**src/rtl/dffrs_bank_arbiter_if.sv**
```systemverilog
// Request/ack and shared register-bank control bundle for dffrs_bank_arbiter.
// The slave side is the arbiter; the master side is the client/bank environment.
interface dffrs_bank_arbiter_if #(
  parameter int unsigned N = 4,
  parameter int unsigned W = 8
);
  logic [N-1:0]   req;
  logic [2*N-1:0] op;
  logic [N*W-1:0] wdata;
  logic [N-1:0]   ack;
  logic [W-1:0]   rdata;
  logic           busy;
  logic           bank_e;
  logic [W-1:0]   bank_d;
  logic           bank_r;
  logic           bank_s;
  logic [W-1:0]   bank_q;

  modport slave (
    input  req, op, wdata, bank_q,
    output ack, rdata, busy, bank_e, bank_d, bank_r, bank_s
  );

  modport master (
    output req, op, wdata, bank_q,
    input  ack, rdata, busy, bank_e, bank_d, bank_r, bank_s
  );
endinterface

```
**src/rtl/dffrs_bank_arbiter.sv**
```systemverilog
// Round-robin arbiter that time-shares one dffrs register bank between N clients,
// issuing one r/s/e/d operation per grant and returning the pre-op bank value.
module dffrs_bank_arbiter #(
  parameter int unsigned N          = 4,
  parameter int unsigned W          = 8,
  parameter bit          CLR_ON_RST = 1'b1
) (
  input logic                clk,
  input logic                rst_n,
  dffrs_bank_arbiter_if.slave bus
);

  localparam int unsigned PW = (N > 1) ? $clog2(N) : 1;

  typedef enum logic [1:0] {S_INIT, S_IDLE, S_ISSUE, S_ACK} state_t;

  state_t         r_state, w_state_nxt;
  logic [PW-1:0]  r_ptr, w_ptr_nxt;
  logic [PW-1:0]  r_win, w_win_nxt;
  logic [N-1:0]   r_ack, w_ack_nxt;
  logic [W-1:0]   r_rdata, w_rdata_nxt;
  logic [W-1:0]   r_bank_d, w_bank_d_nxt;
  logic           r_bank_e, w_bank_e_nxt;
  logic           r_bank_s, w_bank_s_nxt;
  logic           r_bank_r, w_bank_r_nxt;

  logic [N-1:0]   w_req_eff;
  logic           w_gvalid;
  logic [PW-1:0]  w_gidx;
  logic [1:0]     w_gop;
  logic [W-1:0]   w_gdata;

  // Two passes: first the requesters at or above the pointer, then wrap to 0.
  always_comb begin
    w_req_eff = bus.req;
    if (r_state == S_ACK) w_req_eff = bus.req & ~r_ack;
    w_gvalid = 1'b0;
    w_gidx   = '0;
    w_gop    = '0;
    w_gdata  = '0;
    for (int unsigned i = 0; i < N; i++) begin
      if (!w_gvalid && w_req_eff[i] && (PW'(i) >= r_ptr)) begin
        w_gvalid = 1'b1;
        w_gidx   = PW'(i);
        w_gop    = bus.op[2*i +: 2];
        w_gdata  = bus.wdata[W*i +: W];
      end
    end
    for (int unsigned i = 0; i < N; i++) begin
      if (!w_gvalid && w_req_eff[i]) begin
        w_gvalid = 1'b1;
        w_gidx   = PW'(i);
        w_gop    = bus.op[2*i +: 2];
        w_gdata  = bus.wdata[W*i +: W];
      end
    end
  end

  always_comb begin
    w_state_nxt  = r_state;
    w_ptr_nxt    = r_ptr;
    w_win_nxt    = r_win;
    w_ack_nxt    = '0;
    w_rdata_nxt  = r_rdata;
    w_bank_d_nxt = '0;
    w_bank_e_nxt = 1'b0;
    w_bank_s_nxt = 1'b0;
    w_bank_r_nxt = 1'b0;
    case (r_state)
      S_INIT: w_state_nxt = S_IDLE;
      S_IDLE, S_ACK: begin
        if (w_gvalid) begin
          w_state_nxt = S_ISSUE;
          w_win_nxt   = w_gidx;
          w_ptr_nxt   = (w_gidx == PW'(N - 1)) ? '0 : w_gidx + 1'b1;
          case (w_gop)
            2'b00: begin
              w_bank_e_nxt = 1'b1;
              w_bank_d_nxt = w_gdata;
            end
            2'b01:   w_bank_s_nxt = 1'b1;
            2'b10:   w_bank_r_nxt = 1'b1;
            default: ;
          endcase
        end else begin
          w_state_nxt = S_IDLE;
        end
      end
      S_ISSUE: begin
        w_state_nxt      = S_ACK;
        w_rdata_nxt      = bus.bank_q;
        w_ack_nxt[r_win] = 1'b1;
      end
      default: w_state_nxt = S_IDLE;
    endcase
  end

  always_ff @(posedge clk or negedge rst_n) begin
    if (!rst_n) begin
      r_state <= CLR_ON_RST ? S_INIT : S_IDLE;
    end else begin
      r_state <= w_state_nxt;
    end
  end

  always_ff @(posedge clk or negedge rst_n) begin
    if (!rst_n) begin
      r_ptr    <= '0;
      r_win    <= '0;
      r_ack    <= '0;
      r_rdata  <= '0;
      r_bank_d <= '0;
      r_bank_e <= 1'b0;
      r_bank_s <= 1'b0;
      r_bank_r <= 1'b0;
    end else begin
      r_ptr    <= w_ptr_nxt;
      r_win    <= w_win_nxt;
      r_ack    <= w_ack_nxt;
      r_rdata  <= w_rdata_nxt;
      r_bank_d <= w_bank_d_nxt;
      r_bank_e <= w_bank_e_nxt;
      r_bank_s <= w_bank_s_nxt;
      r_bank_r <= w_bank_r_nxt;
    end
  end

  assign bus.ack    = r_ack;
  assign bus.rdata  = r_rdata;
  assign bus.busy   = (r_state != S_IDLE);
  assign bus.bank_e = r_bank_e;
  assign bus.bank_d = r_bank_d;
  assign bus.bank_s = r_bank_s;
  // INIT clear must be visible in the first cycle after release, but not while held in reset.
  assign bus.bank_r = r_bank_r | ((r_state == S_INIT) && rst_n);

endmodule

```
**src/flat_wrapper.sv**
```systemverilog
// flat-port wrapper written by rule: the top's interface ports become plain ports
module dffrs_bank_arbiter_flat 
#(
  parameter int unsigned N          = 4,
  parameter int unsigned W          = 8,
  parameter bit          CLR_ON_RST = 1'b1
)
  (clk, rst_n, bus_req, bus_op, bus_wdata, bus_bank_q, bus_ack, bus_rdata, bus_busy, bus_bank_e, bus_bank_d, bus_bank_r, bus_bank_s);
  dffrs_bank_arbiter_if #(.N(N), .W(W)) bus_i ();
  input logic clk;
  input logic rst_n;
  input wire logic [$bits(bus_i.req)-1:0] bus_req;
  input wire logic [$bits(bus_i.op)-1:0] bus_op;
  input wire logic [$bits(bus_i.wdata)-1:0] bus_wdata;
  input wire logic [$bits(bus_i.bank_q)-1:0] bus_bank_q;
  output wire logic [$bits(bus_i.ack)-1:0] bus_ack;
  output wire logic [$bits(bus_i.rdata)-1:0] bus_rdata;
  output wire logic [$bits(bus_i.busy)-1:0] bus_busy;
  output wire logic [$bits(bus_i.bank_e)-1:0] bus_bank_e;
  output wire logic [$bits(bus_i.bank_d)-1:0] bus_bank_d;
  output wire logic [$bits(bus_i.bank_r)-1:0] bus_bank_r;
  output wire logic [$bits(bus_i.bank_s)-1:0] bus_bank_s;
  assign bus_i.req = bus_req;
  assign bus_i.op = bus_op;
  assign bus_i.wdata = bus_wdata;
  assign bus_i.bank_q = bus_bank_q;
  assign bus_ack = bus_i.ack;
  assign bus_rdata = bus_i.rdata;
  assign bus_busy = bus_i.busy;
  assign bus_bank_e = bus_i.bank_e;
  assign bus_bank_d = bus_i.bank_d;
  assign bus_bank_r = bus_i.bank_r;
  assign bus_bank_s = bus_i.bank_s;
  dffrs_bank_arbiter #(.N(N), .W(W), .CLR_ON_RST(CLR_ON_RST)) u_core (.clk(clk), .rst_n(rst_n), .bus(bus_i));
endmodule
```
**config.mk**
```make
export PLATFORM = sky130hd
export DESIGN_NAME = dffrs_bank_arbiter_flat
export DESIGN_NICKNAME = d
export VERILOG_FILES = /design/src/rtl/dffrs_bank_arbiter_if.sv /design/src/rtl/dffrs_bank_arbiter.sv /design/src/flat_wrapper.sv
export SDC_FILE = /design/constraint.sdc
export NUM_CORES = 1
export LEC_CHECK = 0
export CAP_MARGIN = 25
export CORE_ASPECT_RATIO = 1.2
export CORE_MARGIN = 2
export CORE_UTILIZATION = 47
export CTS_CLUSTER_SIZE = 28
export DETAILED_ROUTE_END_ITERATION = 6
export GPL_TIMING_DRIVEN = 0
export PLACE_DENSITY = 0.83
export SLEW_MARGIN = 20
export SYNTH_ARGS = -nofsm -noshare
export SYNTH_HDL_FRONTEND = slang
export SYNTH_SLANG_ARGS = --single-unit
```
**constraint.sdc**
```tcl
create_clock -name clk -period 3.2 [get_ports clk]
set_input_delay 0.32 -clock clk [delete_from_list [all_inputs] [get_ports clk]]
set_output_delay 0.32 -clock clk [all_outputs]
set_load 0.01 [all_outputs]
```
==> summary.txt <==
Placement
  – Placed cell area: between 2000 and 3000 sq um
  – Pre-CTS setup slack: 0.305 ns
  – Global placement routability congestion: 1.01
  – Post-DP HPWL: around 4600 um
  – Port Buf Inserts: 76

Logic synthesis
  – Synth Area in Compound Gates: 0.247
  – Ys flop type: dfrtp_1
  – Yosys reg bits: 29
  – Synthesized area per cell: 8.84 sq um
  – Synth cell types: 54
  – Synth Net Count: around 280
  – Share of flip-flops with an asynchronous set or reset: 1.00
  – Mapped Area: approximately 2000 sq um
  – Count of flip-flops with a built-in enable after synthesis: 0
  – Sequential-to-total area share from yosys stat: 0.367
  – Post-Synthesis Cells: between 200 and 250
  – Simple-Gate Fraction of Synth Area: 0.306
  – Adder-cell share of the synthesized area: 0
  – Yosys warnings: 0
  – Multiplexer share of the synthesized area: 0.0228
  – XOR/XNOR Fraction of Synth Area: 0
  – Largest family of logic cells by synthesized area: simple AND/OR/NAND/NOR gates

Worst setup path
  – Reg2reg end: u_core.bus.bank_d[6]$_DFF_PN0_
  – Cell Chain, Critical Path: clkdlybuf4s50_1, a21bo_2, a211oi_1, a221oi_1, o221ai_1, a21oi_1, nor4_1
  – Crit path launch: bus_req[2]
  – Worst r2r src: u_core.r_ptr[1]$_DFFE_PN0P_
  – Worst-path maximum fanout: 7
  – Reg2reg path depth: 6
  – Slowest stage delay, CP: 0.89 ns
  – Worst EP required: approximately 3.4 ns
  – CP Class: in2reg
  – Register-to-register setup slack: 0.62 ns
  – Arr. time, crit path: roughly 2.9 ns
  – CP startpoint kind: input pin
  – Setup crit end: u_core.bus.bank_d[6]$_DFF_PN0_
  – Worst Setup End Kind: flop
  – CP max-delay cell: a211oi_1

Clock tree
  – Clock slew at reported path FFs: 0.07 ns
  – Hold Buf Count CTS: 0
  – Root Buffer Master: clkbuf_8
  – CTS Sinks: 29
  – Post-CTS Resized: 0
  – H-tree levels: 2
  – Worst-Skew Late Latency: about 0.29 ns
  – TritonCTS clock tree: done
  – Setup bufs post-CTS: 0
  – Num CTS Buffers: 5
  – Clock tree buffer depth: 2

Global routing
  – Grt total ovfl: 0
  – Total track usage: 0.272
  – Largest net degree at the start of global routing: 31
  – Vias in the first global route: 2144
  – Initial antenna violation count: 0
  – First-pass GRT wire length: 10100 um

Detailed routing
  – Wirelength per Cell: 16.8 um
  – Routed wire length: 6100 um
  – DRC: 0
  – Initial DRC Count: approximately 130
  – Antenna viol nets, final: 0
  – DR vias/cell: about 5.9
  – DRT Pass-1 Iters: 5
  – Vias post-DR: 2128

Floorplan
  – Number of I/O pins: a little under 80
  – Initial Util: 0.494
  – Die area: ~4700 sq um
  – Standard-cell rows: 25
  – Die width: roughly 63 um
  – Core area: 4000 sq um
  – Chip height: approximately 75 um

STA
  – Fin Setup TNS: 0 ns
  – Final Critical Period: 2.69 ns
  – RSZ-0062 raised after global routing: false
  – Worst slew pin tran: ~1.1 ns
  – Clock skew: 0.00978 ns
  – Slew HR: 0.268
  – Max Freq: approximately 370 MHz
  – Final worst slack: between 0.5 and 0.6 ns
  – Final period util: 0.841
  – Final setup viols: 0
  – Endpoints failing hold: 0
  – WHS: 0.0596 ns
  – Final Max Slew Viols: 0

Status
  – Outcome: finished, final reports clean

Final layout
  – P&R area growth vs syn: 46.7%
  – Design area: 2900 sq um
  – Share of layout cells above drive strength 1: 0.114
  – ANT cells: 0
  – Final #Nets: 361
  – Most frequent cells in the layout: clkdlybuf4s50_1 (75), nand2_1 (43), dfrtp_1 (29)
  – Commonest non-fill, non-tap cell in the layout: clkdlybuf4s50_1
  – # fillers: between 300 and 400

Pwr
  – Pwr dens: 765 nW/um^2
  – Total Power: 2.22 mW
  – Worst VDD drop: 515 uV
  – LEAKAGE: about 1.2 nW

Flow run
  – Max cap viols: 0

Hold path
  – Min-delay worst type: in2async
worst max-delay path, delay by kind of cell:
kind / cells / cell delay (ns)
buffers and inverters: 1 / 0.54
and+or+nand+nor: 1 / 0.31
AOI/OAI and AO/OA: 5 / 1.69
per-stage QoR:
stage | instances | utilization
final | 362 | 0.725
after global routing | 362 | 0.725
after CTS | 362 | 0.725
after detailed placement | 354 | 0.700
after global placement | 354 | 0.701
after floorplan | 224 | -
worst min path at each step:
stage	slack, ns	endpoint	from
final	0.06	u_core.r_ptr[1]$_DFFE_PN0P_	rst_n
after global routing	0.12	u_core.r_ptr[0]$_DFFE_PN0P_	rst_n
after CTS	0.09	u_core.r_ptr[1]$_DFFE_PN0P_	rst_n
after detailed placement	0.40	u_core.r_ptr[1]$_DFFE_PN0P_	rst_n
after global placement	0.43	u_core.bus.ack[0]$_DFF_PN0_	u_core.r_win[1]$_DFFE_PN0P_
after floorplan	0.02	async pin	rst_n
layer usage:
layer  global-route usage  part of all wire
met5                    0                 0
met4                0.116             0.022
met3               0.0762             0.085
met2                0.472              0.50
met1                0.321              0.40
area by class of cell:
| class | count | area [sq um] | area share |
|---|---|---|---|
| inverter | 11 | 41.3 | 0.0142 |
| sequential | 29 | 726 | 0.250 |
| tap | 54 | 67.6 | 0.0233 |
| multi-input combinational | 173 | 1140 | 0.392 |
| buffer | 11 | 73.8 | 0.0254 |
| timing repair buffer | 76 | 756 | 0.260 |
| clock buffer | 7 | 96.3 | 0.0332 |
| clock inverter | 1 | 5.00 | 0.00172 |
cells by family (layout without fill, tap and decap cells):
family / Yosys count / count (layout)
buffers and inverters: 22 / 106
muxes: 4 / 4
AOI/OAI and AO/OA: 58 / 58
and+or+nand+nor: 111 / 111
DFF: 29 / 29
power breakdown:
group | internal, mW | switching (mW) | total (mW)
Sequential | 0.516 | 0.0887 | 0.605
Combinational | 0.601 | 0.679 | 1.28
Clock | 0.194 | 0.142 | 0.336
registers in the layout, indices dropped and copies added (netlist names), named ones only:
register and flops:
u_core.r_bank_r 1, u_core.bus.bank_d 8, u_core.bus.bank_e 1, u_core.bus.bank_s 1
u_core.bus.ack 4, u_core.r_state 1, u_core.r_ptr 2, u_core.bus.rdata 8
u_core.r_win 2
synth_stat cells (all sizes together), types with 2 or more instances:
library cell	n	area [sq um]
and2	3	21.3
nor2b	3	18.8
nor4b	4	41.3
inv	11	41.3
a222oi	4	40.0
buf	6	55.1
a21oi	6	30.0
o31ai	4	30.0
o221ai	4	52.6
mux2	4	45.0
nor4	6	56.3
a21o	2	15.0
or4	2	15.0
clkbuf	5	18.8
and3	6	42.5
dfrtp	29	726
o21ai	8	51.3
nor2	17	63.8
nor3	8	40.0
a221oi	3	26.3
nand2	43	161
nand3	11	80.1
a22oi	6	45.0
a211oi	7	52.6
o2111ai	2	17.5
Power figures use the tool's default switching activity.
